<file path="src/rtl/i2c_byte_master_if.sv">
// Register-bus and open-drain I2C pin bundle for i2c_byte_master.
// The slave modport is the block's view. The master modport is the view of the
// APB bridge and pad model that drive it.
interface i2c_byte_master_if #(
    parameter int DATA_W = 8
);
    logic              ce;
    logic              wren;
    logic              rden;
    logic [1:0]        addr;
    logic [DATA_W-1:0] wdata;
    logic [DATA_W-1:0] rdata;
    logic              ready;
    logic              scl_oe;
    logic              sda_oe;
    logic              sda_i;

    modport slave (
        input  ce, wren, rden, addr, wdata, sda_i,
        output rdata, ready, scl_oe, sda_oe
    );

    modport master (
        output ce, wren, rden, addr, wdata, sda_i,
        input  rdata, ready, scl_oe, sda_oe
    );
endinterface

</file>
<file path="src/rtl/i2c_byte_master.sv">
// Single-byte I2C master behind a small register map.
// Software loads SADDR and TXDATA, then writes CTRL.start. The block then runs
// START, address+R/W, ACK, one data byte, ACK/NACK and STOP, and reports the
// result in CTRL.
// The SCL and SDA enables are decoded directly from registered state. An
// asynchronous reset therefore releases both lines immediately.
module i2c_byte_master #(
    parameter int CLK_DIV = 50,
    parameter int DATA_W  = 8
) (
    input  logic             clk,
    input  logic             reset,
    i2c_byte_master_if.slave bus
);

    localparam int            CW   = $clog2(CLK_DIV);
    localparam logic [CW-1:0] QMAX = CW'(CLK_DIV - 1);

    typedef enum logic [2:0] {
        S_IDLE,
        S_START,
        S_ADDR,
        S_ADDR_ACK,
        S_DATA,
        S_DACK,
        S_STOP
    } state_t;

    state_t      r_state;
    logic [1:0]  r_q;        // quarter index inside the current phase
    logic [2:0]  r_bit;      // bit index, MSB first
    logic [CW-1:0] r_qcnt;   // clk count within a quarter

    logic [6:0]  r_saddr;
    logic [7:0]  r_tx;
    logic [7:0]  r_rx;
    logic        r_rw;
    logic        r_done;
    logic        r_ackerr;
    logic        r_samp;     // sda_i captured at q2 of an ACK slot
    logic        r_ready;
    logic [DATA_W-1:0] r_rdata;

    state_t      w_state_nxt;
    logic [1:0]  w_q_nxt;
    logic [2:0]  w_bit_nxt;
    logic        w_scl_oe;
    logic        w_sda_oe;
    logic        w_samp_en;
    logic        w_rx_shift;
    logic        w_set_done;
    logic        w_set_ackerr;

    logic        w_req;
    logic        w_wr;
    logic        w_rd;
    logic        w_busy;
    logic        w_start;
    logic        w_tick;
    logic [7:0]  w_addr_byte;
    logic [7:0]  w_rd_byte;

    // A request in the ready cycle is not accepted. This keeps a held request
    // from being serviced twice. When wren and rden are both high, the access
    // is a write.
    assign w_req       = bus.ce & (bus.wren | bus.rden) & ~r_ready;
    assign w_wr        = w_req & bus.wren;
    assign w_rd        = w_req & ~bus.wren;
    assign w_busy      = (r_state != S_IDLE);
    assign w_start     = w_wr & (bus.addr == 2'd0) & bus.wdata[0] & ~w_busy;
    assign w_tick      = w_busy & (r_qcnt == QMAX);
    assign w_addr_byte = {r_saddr, r_rw};

    assign bus.ready  = r_ready;
    assign bus.rdata  = r_rdata;
    assign bus.scl_oe = w_scl_oe;
    assign bus.sda_oe = w_sda_oe;

    // Quarter-period divider: parked at zero while idle, so the first tick
    // comes exactly CLK_DIV cycles after START begins.
    always_ff @(posedge clk or negedge reset) begin
        if (!reset) begin
            r_qcnt <= '0;
        end else if (!w_busy || r_qcnt == QMAX) begin
            r_qcnt <= '0;
        end else begin
            r_qcnt <= r_qcnt + CW'(1);
        end
    end

    // FSM state, quarter index and bit index registers.
    always_ff @(posedge clk or negedge reset) begin
        if (!reset) begin
            r_state <= S_IDLE;
            r_q     <= 2'd0;
            r_bit   <= 3'd0;
        end else begin
            r_state <= w_state_nxt;
            r_q     <= w_q_nxt;
            r_bit   <= w_bit_nxt;
        end
    end

    // Next-state logic and line drive. In a bit slot, SCL is held low in q0
    // and q3 and released in q1 and q2. SDA changes only at a q0 boundary.
    always_comb begin
        w_state_nxt  = r_state;
        w_q_nxt      = r_q;
        w_bit_nxt    = r_bit;
        w_scl_oe     = 1'b0;
        w_sda_oe     = 1'b0;
        w_samp_en    = 1'b0;
        w_rx_shift   = 1'b0;
        w_set_done   = 1'b0;
        w_set_ackerr = 1'b0;

        case (r_state)
            S_IDLE: begin
                if (w_start) begin
                    w_state_nxt = S_START;
                    w_q_nxt     = 2'd0;
                end
            end

            S_START: begin
                w_sda_oe = 1'b1;
                w_scl_oe = (r_q == 2'd1);
                if (w_tick) begin
                    if (r_q == 2'd0) begin
                        w_q_nxt = 2'd1;
                    end else begin
                        w_state_nxt = S_ADDR;
                        w_q_nxt     = 2'd0;
                        w_bit_nxt   = 3'd7;
                    end
                end
            end

            S_ADDR: begin
                w_scl_oe = (r_q == 2'd0) || (r_q == 2'd3);
                w_sda_oe = ~w_addr_byte[r_bit];
                if (w_tick) begin
                    if (r_q != 2'd3) begin
                        w_q_nxt = r_q + 2'd1;
                    end else begin
                        w_q_nxt = 2'd0;
                        if (r_bit == 3'd0) begin
                            w_state_nxt = S_ADDR_ACK;
                        end else begin
                            w_bit_nxt = r_bit - 3'd1;
                        end
                    end
                end
            end

            S_ADDR_ACK: begin
                w_scl_oe  = (r_q == 2'd0) || (r_q == 2'd3);
                w_samp_en = w_tick & (r_q == 2'd2);
                if (w_tick) begin
                    if (r_q != 2'd3) begin
                        w_q_nxt = r_q + 2'd1;
                    end else begin
                        w_q_nxt = 2'd0;
                        if (r_samp) begin
                            w_set_ackerr = 1'b1;
                            w_state_nxt  = S_STOP;
                        end else begin
                            w_state_nxt = S_DATA;
                            w_bit_nxt   = 3'd7;
                        end
                    end
                end
            end

            S_DATA: begin
                w_scl_oe   = (r_q == 2'd0) || (r_q == 2'd3);
                w_sda_oe   = ~r_rw & ~r_tx[r_bit];
                w_rx_shift = r_rw & w_tick & (r_q == 2'd2);
                if (w_tick) begin
                    if (r_q != 2'd3) begin
                        w_q_nxt = r_q + 2'd1;
                    end else begin
                        w_q_nxt = 2'd0;
                        if (r_bit == 3'd0) begin
                            w_state_nxt = S_DACK;
                        end else begin
                            w_bit_nxt = r_bit - 3'd1;
                        end
                    end
                end
            end

            S_DACK: begin
                // On a read, SDA stays released here. That is the master NACK
                // that ends the transfer after one byte.
                w_scl_oe  = (r_q == 2'd0) || (r_q == 2'd3);
                w_samp_en = ~r_rw & w_tick & (r_q == 2'd2);
                if (w_tick) begin
                    if (r_q != 2'd3) begin
                        w_q_nxt = r_q + 2'd1;
                    end else begin
                        w_q_nxt      = 2'd0;
                        w_set_ackerr = ~r_rw & r_samp;
                        w_state_nxt  = S_STOP;
                    end
                end
            end

            S_STOP: begin
                w_scl_oe = (r_q == 2'd0);
                w_sda_oe = (r_q != 2'd2);
                if (w_tick) begin
                    if (r_q == 2'd2) begin
                        w_q_nxt     = 2'd0;
                        w_set_done  = 1'b1;
                        w_state_nxt = S_IDLE;
                    end else begin
                        w_q_nxt = r_q + 2'd1;
                    end
                end
            end

            default: begin
                w_state_nxt = S_IDLE;
                w_q_nxt     = 2'd0;
            end
        endcase
    end

    // Read-data mux for the register map. Bits above [7:0] read as zero.
    always_comb begin
        w_rd_byte = 8'h00;
        case (bus.addr)
            2'd0: w_rd_byte = {5'b0, r_done, r_ackerr, w_busy};
            2'd1: w_rd_byte = {1'b0, r_saddr};
            2'd2: w_rd_byte = r_tx;
            2'd3: w_rd_byte = r_rx;
            default: w_rd_byte = 8'h00;
        endcase
    end

    // Register file, one-cycle bus handshake, status flags and data capture.
    always_ff @(posedge clk or negedge reset) begin
        if (!reset) begin
            r_ready  <= 1'b0;
            r_rdata  <= '0;
            r_saddr  <= 7'd0;
            r_tx     <= 8'd0;
            r_rx     <= 8'd0;
            r_rw     <= 1'b0;
            r_done   <= 1'b0;
            r_ackerr <= 1'b0;
            r_samp   <= 1'b0;
        end else begin
            r_ready <= w_req;
            r_rdata <= w_rd ? DATA_W'(w_rd_byte) : '0;

            // Configuration registers are frozen while a transfer runs.
            if (w_wr && !w_busy) begin
                case (bus.addr)
                    2'd0: if (bus.wdata[0]) r_rw <= bus.wdata[1];
                    2'd1: r_saddr <= bus.wdata[6:0];
                    2'd2: r_tx    <= bus.wdata[7:0];
                    default: ;
                endcase
            end

            // Setting done takes priority over a CTRL read in the same cycle.
            // This keeps a completion from being lost.
            if (w_start) begin
                r_done   <= 1'b0;
                r_ackerr <= 1'b0;
            end else begin
                if (w_set_ackerr) r_ackerr <= 1'b1;
                if (w_set_done) begin
                    r_done <= 1'b1;
                end else if (w_rd && bus.addr == 2'd0) begin
                    r_done <= 1'b0;
                end
            end

            if (w_samp_en)  r_samp <= bus.sda_i;
            if (w_rx_shift) r_rx   <= {r_rx[6:0], bus.sda_i};
        end
    end

endmodule

</file>
<file path="src/flat_wrapper.sv">
// flat-port wrapper written by rule: the top's interface ports become plain ports
module i2c_byte_master_flat 
#(
    parameter int CLK_DIV = 50,
    parameter int DATA_W  = 8
)
  (clk, reset, bus_ce, bus_wren, bus_rden, bus_addr, bus_wdata, bus_sda_i, bus_rdata, bus_ready, bus_scl_oe, bus_sda_oe);
  i2c_byte_master_if #(.DATA_W(DATA_W)) bus_i ();
  input  logic clk;
  input  logic reset;
  input wire logic [$bits(bus_i.ce)-1:0] bus_ce;
  input wire logic [$bits(bus_i.wren)-1:0] bus_wren;
  input wire logic [$bits(bus_i.rden)-1:0] bus_rden;
  input wire logic [$bits(bus_i.addr)-1:0] bus_addr;
  input wire logic [$bits(bus_i.wdata)-1:0] bus_wdata;
  input wire logic [$bits(bus_i.sda_i)-1:0] bus_sda_i;
  output wire logic [$bits(bus_i.rdata)-1:0] bus_rdata;
  output wire logic [$bits(bus_i.ready)-1:0] bus_ready;
  output wire logic [$bits(bus_i.scl_oe)-1:0] bus_scl_oe;
  output wire logic [$bits(bus_i.sda_oe)-1:0] bus_sda_oe;
  assign bus_i.ce = bus_ce;
  assign bus_i.wren = bus_wren;
  assign bus_i.rden = bus_rden;
  assign bus_i.addr = bus_addr;
  assign bus_i.wdata = bus_wdata;
  assign bus_i.sda_i = bus_sda_i;
  assign bus_rdata = bus_i.rdata;
  assign bus_ready = bus_i.ready;
  assign bus_scl_oe = bus_i.scl_oe;
  assign bus_sda_oe = bus_i.sda_oe;
  i2c_byte_master #(.CLK_DIV(CLK_DIV), .DATA_W(DATA_W)) u_core (.clk(clk), .reset(reset), .bus(bus_i));
endmodule
</file>
<file path="config.mk">
export PLATFORM = sky130hd
export DESIGN_NAME = i2c_byte_master_flat
export DESIGN_NICKNAME = d
export VERILOG_FILES = /design/src/rtl/i2c_byte_master_if.sv /design/src/rtl/i2c_byte_master.sv /design/src/flat_wrapper.sv
export SDC_FILE = /design/constraint.sdc
export NUM_CORES = 1
export LEC_CHECK = 0
export CORE_AREA = 5 5 113 83
export CTS_BUF_LIST = sky130_fd_sc_hd__clkbuf_8
export CTS_CLUSTER_SIZE = 14
export DETAILED_ROUTE_END_ITERATION = 6
export DIE_AREA = 0 0 118 88
export GPL_TIMING_DRIVEN = 0
export SKIP_LAST_GASP = 1
export SYNTH_ARGS = -nofsm -noshare
export SYNTH_HDL_FRONTEND = slang
export SYNTH_SLANG_ARGS = --single-unit
</file>
<file path="constraint.sdc">
create_clock -name clk -period 2.35 [get_ports clk]
set_input_delay 0.47 -clock clk [delete_from_list [all_inputs] [get_ports clk]]
set_output_delay 0.47 -clock clk [all_outputs]
set_load 0.03 [all_outputs]
</file>
# Word-level counts from Yosys, hierarchy flattened
# Index checks and enable logic that the tools add are counted.
# classes
muxes	59
n_eq_ne	35
n_addsub	3
reduce_logical	21
n_bitwise	22
order_cmp	1
# ops
cell	count
two-way mux 3 bit	23
one-hot mux 8 bit (4 select lines)	1
!= test 2 x 1 -> 1 bit (second input constant)	12
one-hot mux 3 bit (7 select lines)	1
!= test 2 bit (second input constant)	10
two-way mux 1 bit	17
bitwise AND 1 bit	15
AND reduction 15 bit	1
two-way mux 2 bit	7
== test 3 bit (second input constant)	3
one-hot mux 3 bit (3 select lines)	1
AND reduction 9 bit	1
nonzero test 3 bit	3
== test 2 bit (second input constant)	4
two-way mux 8 bit	1
one-hot mux 2 bit (4 select lines)	1
adder 6 x 1 -> 6 bit (second input constant)	1
binary-select mux 1 bit (select 3 bit)	2
== test 3 x 2 -> 1 bit (second input constant)	2
== test 6 bit (second input constant)	1
zero test 3 bit	2
two-way mux 6 bit	1
NOT 1 bit	6
== test 2 x 1 -> 1 bit (second input constant)	2
other kinds (18)	23
# word_totals
word_cells	154
input_bits	16
ff_bits	50

# Depth between registers and ports, before layout
# Gate-level depths: netlist of run 1.
# depth
ltp_word	9
depth_mapped	7

# Least setup slack after synthesis of run 1
# OpenSTA, ideal clock, no wires.
# synth_path
kind	register to output
start	register u_core.r_bit[0]
end	output bus_sda_oe
t_arrival_ns	1.774
n_path_buf	0
slack_ns	0.106
path_stages_with_launch	6
cell_sequence	dfrtp_1 > mux4_2 > mux2_2 > nor4_1 > nor3_1 > o21ai_0
# synth_via
elab_chain_len	5
elab_cells_between_ends	8
cone_classes	5 x mux; 3 x bitwise
# synth_lines
element	line_no	rtl
start: declaration	i2c_byte_master.sv:31	logic [2:0] r_bit;
start signal: assignment	i2c_byte_master.sv:100	r_bit <= w_bit_nxt;
binary-select mux 1 bit (select 3 bit)	i2c_byte_master.sv:177	w_sda_oe = ~r_rw & ~r_tx[r_bit];
two-way mux 1 bit (implied by the code)	i2c_byte_master.sv:177	
NOT 1 bit	i2c_byte_master.sv:177	
bitwise AND 1 bit	i2c_byte_master.sv:177	
one-hot mux 1 bit (4 select lines) (*)	i2c_byte_master.sv:117	case (r_state)
end: declaration	flat_wrapper.sv:20	output wire logic [$bits(bus_i.sda_oe)-1:0] bus_sda_oe;
# Every way passes the cells marked *; elsewhere a longest branch is shown, timed or not. The select of a mux whose other input is x is not followed.

# Final worst setup path of run 1
# Same ends and word-level chain as after synthesis.

==> impl_metrics.ini, run 1 <==
[synthesis]
post_synthesis_average_cell_area_um2 = 11.2
synthesis.area_um2 = 2710
yosys_most_used_dff = sky130_fd_sc_hd__dfrtp_1
yosysUniqueCellTypes = 44
synthDominantCellAreaShare_pct = 46.2
synth_instances = 241
library_cell_occupying_the_most_area_in_the_post_synthesis_netlist = sky130_fd_sc_hd__dfrtp_1
synth.top_cells.by_area = sky130_fd_sc_hd__dfrtp_1, sky130_fd_sc_hd__mux2_2, sky130_fd_sc_hd__mux4_2, sky130_fd_sc_hd__ha_1, sky130_fd_sc_hd__nor2_1
count_of_state_elements_after_synthesis = 50
ys_async_sr_fraction_pct = 100
synth-seq-area-share_pct = 46.2
synth_enable_flop_cells = 0
synth.yosys.warnings = 0
synth.net_count = 266

[power_and_ir_drop]
cellLeakagePower_nw = 1.41
irDropWorstVdd_v = 0.000324
p_per_area_nw_per_um2 = 821

[placement]
dp.final_hpwl_um = 4880
port_buffers = 25
gp_congestion = 0.935
placed_cells_incl_taps = 372

[cells_and_area]
nFillCells = 822
final_util_pct = 40.6
most-common-layout-cells = sky130_fd_sc_hd__dfrtp_1, sky130_fd_sc_hd__mux2_2, sky130_fd_sc_hd__nor2_1, sky130_fd_sc_hd__clkdlybuf4s50_1, sky130_fd_sc_hd__inv_1
design.final.nets = 306
share_of_layout_cells_above_drive_strength_1_pct = 28.7
diodes = 0
stdcell_count = 387
leading_cell_type_in_the_layout_fill_and_taps_excluded = sky130_fd_sc_hd__dfrtp_1
layout-area-overhead-vs-synth_pct = 23.1

[clock_network]
cts_made_buffers = 5
clk_pin_slew_ns = 0.10
worstSkewPairLatency_ns = 0.30
cts_tree = done
cts_root_buffer = sky130_fd_sc_hd__clkbuf_8
holdBufCountCts = 0
cts.htree.levels = 2
cts.sink_count = 50
cts.path.max_buffers = 2

[detailed_routing]
drc_errors = 0
drtAntennaViolNets = 0
vias_per_cell = 5.24
drt-wirelength-per-cell_um = 17.2
totalWireLength_um = 6660
vias = 2026
drt-pass1-iter-count = 4
drtIter0Drc = 97

[global_routing]
first_pass_grt_wire_length_um = 11100
grt_antenna_before_repair = 0
grt_max_degree = 34
grt_pass1_vias = 2128
grtUsageTotal_pct = 13.4
globalRoute.totalOverflow = 0

[floorplan]
die-height_um = 88
fp-row-count = 28
ioPinCount = 27
initial_core_util_pct = 33.0
floorplan.die_area_um2 = 10400
core-area_um2 = 8200
die_x_um = 118

[setup_path]
critical_path_class = reg -> out
cp_data_arrival_time_ns = 2.02
setup.worst_path.end_class = primary output
timing.critical_path.required_ns = 1.88
cp.buffers_inverters = 1
crit_chain = mux4_2 > mux2_4 > nor4_4 > nor3_1 > o21ai_1 > buf_4
path_max_fanout = 2
critical-path-max-stage-delay_ns = 0.51
worstSetupStartpointType = flip-flop
timing.critical_path.slowest_stage_cell = sky130_fd_sc_hd__mux4_2
critical-path-top-delay-family = multiplexers

[outcome]
violated_checks = setup timing
result_of_the_run = finished, violations left

[min_path]
min_path_type = in -> async

[sta]
setup_viol_count_final = 1
worst_margin_pin_slew_ns = 0.744
post_layout_minimum_cycle_time_ns = 2.49
timing.setup.tns_ns = -0.136
slew_headroom_pct = 50.2
finalCritPeriodShare_pct = 106
skew_ns = 0.00741
timing.final.ws_setup_ns = -0.136
timing.hold.ws_ns = 0.108
hold_viol_final = 0
finalMaxSlewViolations = 0
rsz0062_at_grt = true
fmax_mhz = 402

[job]
cap_viol_max_count = 0
==> cell type report <==
cell class | instances | area (um^2) | area share [%]
clock buffers | 5 | 68.8 | 2.07
well taps | 105 | 131 | 3.94
inverters | 11 | 43.8 | 1.31
clock inverters | 3 | 41.3 | 1.24
plain buffers | 9 | 48.8 | 1.47
repair buffers | 34 | 322 | 9.65
flip-flops and latches | 50 | 1260 | 37.7
multi-input cells | 170 | 1420 | 42.6
==> metal layers <==
layer / track usage [%] / up-vias / share of wire, %
met5: 0 / - / 0
met4: 4.90 / 0 / 1.5
met3: 3.03 / 6 / 5.5
met2: 18.7 / 76 / 42
met1: 20.2 / 997 / 51
li1: - / 947 / -
==> final timing paths <==
path | start | to | slack, ns | cells after the start
min | reset | u_core.r_rx[2] | 0.11 | 1
min in group clk | u_core.bus.ready | u_core.bus.ready | 0.48 | 1
min reg2reg | u_core.bus.ready | u_core.bus.ready | 0.48 | 1
max in group asynchronous | reset | u_core.r_bit[0] | 1.70 | 2
max reg2reg | u_core.r_bit[0] | u_core.r_state[0] | 0.09 | 9
max | u_core.r_bit[0] | bus_sda_oe | -0.14 | 6
==> state kept, by name, indices dropped and copies added (netlist names), 2 cells and up <==
signal	flops
u_core.r_bit	3
u_core.r_rx	8
u_core.r_state	3
u_core.r_tx	8
u_core.r_saddr	7
u_core.bus.rdata	8
u_core.r_q	2
u_core.r_qcnt	6
==> report_power, final <==
part | internal [mW] | total [mW] | leakage (nW) | switching [mW]
registers | 1.07 | 1.27 | 0.641 | 0.200
logic | 0.439 | 0.848 | 0.710 | 0.408
clock network | 0.314 | 0.612 | 0.0556 | 0.298
==> what timing repair did <==
action	4_1_cts	5_1_grt
setup endpoints to repair	3	4
pin swaps	2	4
buffers inserted	6	2
gates resized for setup	21	13
==> kinds of logic after synthesis <==
kind of cell             synth area share, %
buffers and inverters                   3.05
adder cells (fa/ha/maj)                 4.16
multiplexers                            19.7
AND/OR/NAND/NOR                         14.6
XOR/XNOR                                1.62
AO/OA/AOI/OAI                           10.6
flip-flops                              46.2
==> stage by stage <==
step / cell area (um^2) / setup WS, ns / power (mW)
6_report: 3330 / -0.136 / 2.73
5_1_grt: 3330 / -0.209 / 2.92
4_1_cts: 3280 / -0.145 / 2.74
3_5_place_dp: 3100 / -0.547 / 2.09
3_3_place_gp: 3090 / -0.668 / 2.04
2_1_floorplan: 2710 / 0.106 / 1.81
==> cells in the mapped netlist, types with 6 or more instances <==
master / count
sky130_fd_sc_hd__nor3_1: 8
sky130_fd_sc_hd__nand2_1: 10
sky130_fd_sc_hd__dfrtp_1: 50
sky130_fd_sc_hd__nor2_1: 26
sky130_fd_sc_hd__nor2b_1: 6
sky130_fd_sc_hd__inv_1: 11
sky130_fd_sc_hd__mux2_2: 31
sky130_fd_sc_hd__o21ai_0: 9
sky130_fd_sc_hd__mux4_2: 6
sky130_fd_sc_hd__ha_1: 9
sky130_fd_sc_hd__a21oi_1: 9
No activity file was read; power rests on OpenSTA's default activity.
==> inputs of run 2 (changes only) <==
--- a/config.mk
+++ b/config.mk
@@ -5,6 +5,7 @@
 export SDC_FILE = /design/constraint.sdc
 export NUM_CORES = 1
 export LEC_CHECK = 0
+export ABC_CLOCK_PERIOD_IN_PS = 2350
 export CORE_AREA = 5 5 113 83
 export CTS_BUF_LIST = sky130_fd_sc_hd__clkbuf_8
 export CTS_CLUSTER_SIZE = 14
==> results of run 2 <==
No change in the layout: final DEF, timing and power equal those of run 1.
==> inputs of run 3 (changes only) <==
--- a/config.mk
+++ b/config.mk
@@ -6,12 +6,14 @@
 export NUM_CORES = 1
 export LEC_CHECK = 0
 export ABC_CLOCK_PERIOD_IN_PS = 2350
-export CORE_AREA = 5 5 113 83
+export CORE_AREA = 5 5 82 114
 export CTS_BUF_LIST = sky130_fd_sc_hd__clkbuf_8
 export CTS_CLUSTER_SIZE = 14
 export DETAILED_ROUTE_END_ITERATION = 6
-export DIE_AREA = 0 0 118 88
+export DIE_AREA = 0 0 87 119
+export GPL_ROUTABILITY_DRIVEN = 0
 export GPL_TIMING_DRIVEN = 0
+export HOLD_SLACK_MARGIN = 0.12
 export SKIP_LAST_GASP = 1
 export SYNTH_ARGS = -nofsm -noshare
 export SYNTH_HDL_FRONTEND = slang
==> run 3 against run 2 <==
Against the previous run:
- the run still ends with setup timing left
- hold slack improved by 0.38 ns
- clock skew grew 0.0032 ns
- count of clock-buffer cells in the layout is 1 higher
- global-route usage down 0.53 points
- utilization is 0.079 points lower
- sequential share of layout area is 0.30 points higher
- via count decreased by 2.1%
- combinational power decreased by 4.5%
- maximum frequency fell by 1.2%
- sequential cell count stayed put
- critical endpoint unchanged
==> impl_metrics.ini, run 3 (synthesized netlist as in run 1, its figures left out) <==
[global_routing]
grt_antenna_before_repair = 0
grtUsageTotal_pct = 12.9
first_pass_grt_wire_length_um = 10600
grt_max_degree = 41
globalRoute.totalOverflow = 0
grt_pass1_vias = 2074

[cells_and_area]
stdcell_count = 380
final_design_area_no_fill_um2 = 3300
share_of_layout_cells_above_drive_strength_1_pct = 27.7
most-common-layout-cells = sky130_fd_sc_hd__dfrtp_1, sky130_fd_sc_hd__mux2_2, sky130_fd_sc_hd__nor2_1, sky130_fd_sc_hd__clkdlybuf4s50_1
leading_cell_type_in_the_layout_fill_and_taps_excluded = sky130_fd_sc_hd__dfrtp_1
multi_input_comb_area_um2 = 1420
flip_flop_and_latch_area_um2 = 1260
nFillCells = 780
design.final.nets = 303
diodes = 0
layout-area-overhead-vs-synth_pct = 22.1

[floorplan]
fp-row-count = 39
die_x_um = 87
core-area_um2 = 8150
floorplan.die_area_um2 = 10400
initial_core_util_pct = 33.2
ioPinCount = 27
die-height_um = 119

[sta]
finalCritPeriodShare_pct = 107
skew_ns = 0.0106
timing.hold.ws_ns = 0.483
slew_headroom_pct = 58.1
post_layout_minimum_cycle_time_ns = 2.52
timing.final.ws_setup_ns = -0.165
hold_viol_final = 0
worst_margin_pin_slew_ns = 0.625
fmax_mhz = 398
finalMaxSlewViolations = 0
setup_viol_count_final = 1
rsz0062_at_grt = true

[detailed_routing]
drc_errors = 0
totalWireLength_um = 6340
drt-wirelength-per-cell_um = 16.7
drt-pass1-iter-count = 4
vias_per_cell = 5.22
drtIter0Drc = 128
vias = 1984
drtAntennaViolNets = 0

[power_and_ir_drop]
irDropWorstVdd_v = 0.000415
cellLeakagePower_nw = 1.39
fin_total_pwr_mw = 2.71
p_per_area_nw_per_um2 = 819

[job]
cap_viol_max_count = 0

[clock_network]
cts_made_buffers = 5
cts.sink_count = 50
cts.path.max_buffers = 2
cts_root_buffer = sky130_fd_sc_hd__clkbuf_8
worstSkewPairLatency_ns = 0.30
cts.htree.levels = 2
clk_pin_slew_ns = 0.10
cts_tree = done

[outcome]
violated_checks = setup timing
result_of_the_run = finished, violations left

[setup_path]
setup.worst_path.end_class = primary output
path_max_fanout = 3
critical_path_class = reg -> out
critical_path.reg2reg.endpoint = u_core.r_state[0]
worst_r2r_path_depth = 8
worstSetupStartpointType = flip-flop
timing.critical_path.required_ns = 1.88
cp_data_arrival_time_ns = 2.05
reg_to_reg_startpoint = u_core.r_bit[0]
rrSetupSlack_ns = 0.13

[min_path]
hold-path-endpoint = u_core.bus.ready
hold-path-cell-count = 1
hold_start = u_core.bus.ready
min_path_type = reg -> reg

[placement]
dp.final_hpwl_um = 4760
pre_cts_slack_ns = -0.494
placed_cells_incl_taps = 369
placed_area_um2 = 3100
port_buffers = 25
[run 3: per-stage QoR]
stage                     TNS, ns  util (%)
after floorplan                 0         -
after global placement     -38.59      37.8
final                      -0.165      40.5
after CTS                  -0.181      39.9
after detailed placement    -4.06      38.0
after global routing       -0.276      40.5
[run 3: critical path, cell delays in order (launching register included)]
cell and delay [ns]:
sky130_fd_sc_hd__dfrtp_2 0.40, sky130_fd_sc_hd__mux4_2 0.49, sky130_fd_sc_hd__mux2_4 0.29, sky130_fd_sc_hd__nor4_4 0.24
sky130_fd_sc_hd__nor3_2 0.08, sky130_fd_sc_hd__o21ai_2 0.09, sky130_fd_sc_hd__buf_6 0.15
[run 3: report_power, final]
group / total (mW) / leakage, nW / internal [mW] / switching, mW
Sequential: 1.28 / 0.641 / 1.07 / 0.201
Combinational: 0.810 / 0.697 / 0.427 / 0.383
Clock: 0.621 / 0.0573 / 0.341 / 0.279
[run 3: layout make-up]
class	instances	area share, %
multi-input combinational	170	43.0
sequential	50	38.0
timing repair buffer	31	9.20
tap	102	3.86
clock buffer	6	2.50
buffer	9	1.29
inverter	11	1.25
clock inverter	1	0.909
[run 3: worst max-delay path by stage]
stage | endpoint | startpoint | depth (start not counted) | slack [ns]
2_1_floorplan | bus_sda_oe | u_core.r_bit[0] | 5 | 0.11
3_3_place_gp | u_core.r_rx[0] | reset | 1 | -0.70
3_5_place_dp | bus_sda_oe | u_core.r_bit[1] | 6 | -0.49
4_1_cts | bus_sda_oe | u_core.r_bit[1] | 6 | -0.17
5_1_grt | bus_sda_oe | u_core.r_bit[0] | 6 | -0.27
6_report | bus_sda_oe | u_core.r_bit[0] | 6 | -0.17
[run 3: per-layer routing]
| metal | global-route usage [%] | part of all wire, % | vias up | wire [um] |
|---|---|---|---|---|
| met5 | 0 | 0 | - | 0 |
| met4 | 4.78 | 2.3 | 0 | 144 |
| met3 | 1.86 | 3.3 | 11 | 209 |
| met2 | 22.3 | 53 | 47 | 3370 |
| met1 | 15.9 | 41 | 991 | 2620 |
| li1 | - | - | 935 | - |
[run 3: what timing repair did]
| item | CTS | global route |
|---|---|---|
| pin swaps | 0 | 4 |
| setup buffers | 4 | 0 |
| hold endpoints to repair | 10 | 0 |
| gates resized for setup | 19 | 14 |
| hold buffers | 1 | 0 |
| setup endpoints to repair | 2 | 12 |
==> edit: new RTL, flow settings as in run 1 <==
`r_rdata` no longer has a reset.
--- a/src/rtl/i2c_byte_master.sv
+++ b/src/rtl/i2c_byte_master.sv
@@ -243,7 +243,6 @@
     always_ff @(posedge clk or negedge reset) begin
         if (!reset) begin
             r_ready  <= 1'b0;
-            r_rdata  <= '0;
             r_saddr  <= 7'd0;
             r_tx     <= 8'd0;
             r_rx     <= 8'd0;
@@ -253,7 +252,6 @@
             r_samp   <= 1'b0;
         end else begin
             r_ready <= w_req;
-            r_rdata <= w_rd ? DATA_W'(w_rd_byte) : '0;
 
             // Configuration registers are frozen while a transfer runs.
             if (w_wr && !w_busy) begin
@@ -284,5 +282,9 @@
         end
     end
 
+    always_ff @(posedge clk) begin
+        r_rdata <= w_rd ? DATA_W'(w_rd_byte) : '0;
+    end
+
 endmodule
 
Function: differs if reset is asserted again (counterexample within 4 cycles, from zero or initial values and one cycle with reset low); with reset held inactive, the same outputs for 10 cycles.
==> edit against run 1 <==
The run still ends with setup timing left; count of clock-buffer cells in the layout unchanged; critical endpoint unchanged; setup slack got worse by 0.25 ns; register-to-register slack got worse by 0.08 ns; fmax decreased by 9.1%; cell count unchanged; area after synthesis increased by 1.1%; sequential cell count unchanged; design area decreased by 1.3%; wire length decreased by 2.0%.
Power is not compared: it rests on default switching activity, and its combinational part moved more than twofold at a synthesized area within 25%.
==> edit: results <==
group,metric,value,unit
run_status,status,"finished, violations left",
run_status,violations,"setup timing",
cts,clk_path_buf_depth,2,
global_route,globalRouteTotalUtil,13.2,%
logic_synthesis,synth_seq_area_share,44.3,%
logic_synthesis,ys_top_cells_by_area,"dfrtp_1 (38%), mux2_2 (12%), dfxtp_1 (5.9%)",
placed_design,pre_cts_ws,-0.743,ns
logic_synthesis,synth-adder-area-share,4.12,%
placed_design,dp_hpwl,5.01,mm
logic_synthesis,synthMuxAreaShare,21.2,%
detailed_routing,drtIter0Drc,151,
cts,cts-root-buf,"clkbuf_8",
sta,slew_headroom,62.8,%
final_layout,bufAreaShareNonClock,10.6,%
critical_path,worst-r2r-cell-count,8,
sta,finalSetupViolCount,1,
final_layout,multi_input_area_share,44.3,%
logic_synthesis,synthesis.nets,271,
sta,timing.final.ws_setup,-0.384,ns
final_layout,clock_area_share,2.97,%
placed_design,io_buffers,26,
final_layout,n_all_buffers,39,
final_layout,fillerInstances,822,
sta,final.setup_skew,0.00394,ns
critical_path,path_max_fanout,5,
pwr,p_int,0.00115,W
cts,cts_hold_buf,0,
global_route,grt_pass1_wl,11.0,mm
global_route,grt_max_degree,36,
logic_synthesis,synthXorXnorAreaFrac,1.60,%
logic_synthesis,async_reset_ff_share,84.0,%
logic_synthesis,yosys.cell_types.count,47,
final_layout,fin_nets,306,
final_layout,seq-cell-share,36.8,%
critical_path,cp_slowest_cell,"mux4_2",
final_layout,multi_input_gates,174,
critical_path,crit_family,"multiplexers",
critical_path,worst_path_largest_cell_delay,0.50,ns
final_layout,drive_gt1_share,24.8,%
critical_path,rrSetupSlack,0.01,ns
final_layout,seq_cells,50,
detailed_routing,wl,6.53,mm
logic_synthesis,synth_compound_area_share,9.69,%
critical_path,path_class,"flip-flop to primary output",
detailed_routing,antenna_left,0,
placed_design,gp_congestion,0.895,
detailed_routing,num_vias,2031,
critical_path,r2r_end,"u_core.r_state[0]",
cts,clk_latency,0.31,ns
logic_synthesis,synth_common_cells,"dfrtp_1 (42), mux2_2 (30), nor2_1 (22)",
## edit: routing by layer
metal,vias up,track usage (%),part of all wire (%)
met2,53,18.8,41
met3,6,2.78,7.2
met5,-,0,0
met4,0,3.54,1.3
li1,965,-,-
met1,1007,20.3,51
## edit: through the flow
step	instance area [um2]	hold WS (ns)	total power, W	TNS (ns)	std cells
4_1_cts	3270	0.00841	0.00154	-0.397	386
5_1_grt	3290	0.0201	0.00158	-0.633	387
6_report	3290	0.00811	0.00152	-0.384	387
2_1_floorplan	2740	0.174	0.000937	0	246
3_5_place_dp	3150	0.349	0.00100	-2.25	378
3_3_place_gp	3140	0.484	0.000996	-15.84	377
## edit: repair_timing
action	4_1_cts	5_1_grt
hold endpoints to repair	0	0
pin swaps	1	0
setup buffers	0	1
setup endpoints to repair	4	6
resized for setup	21	5
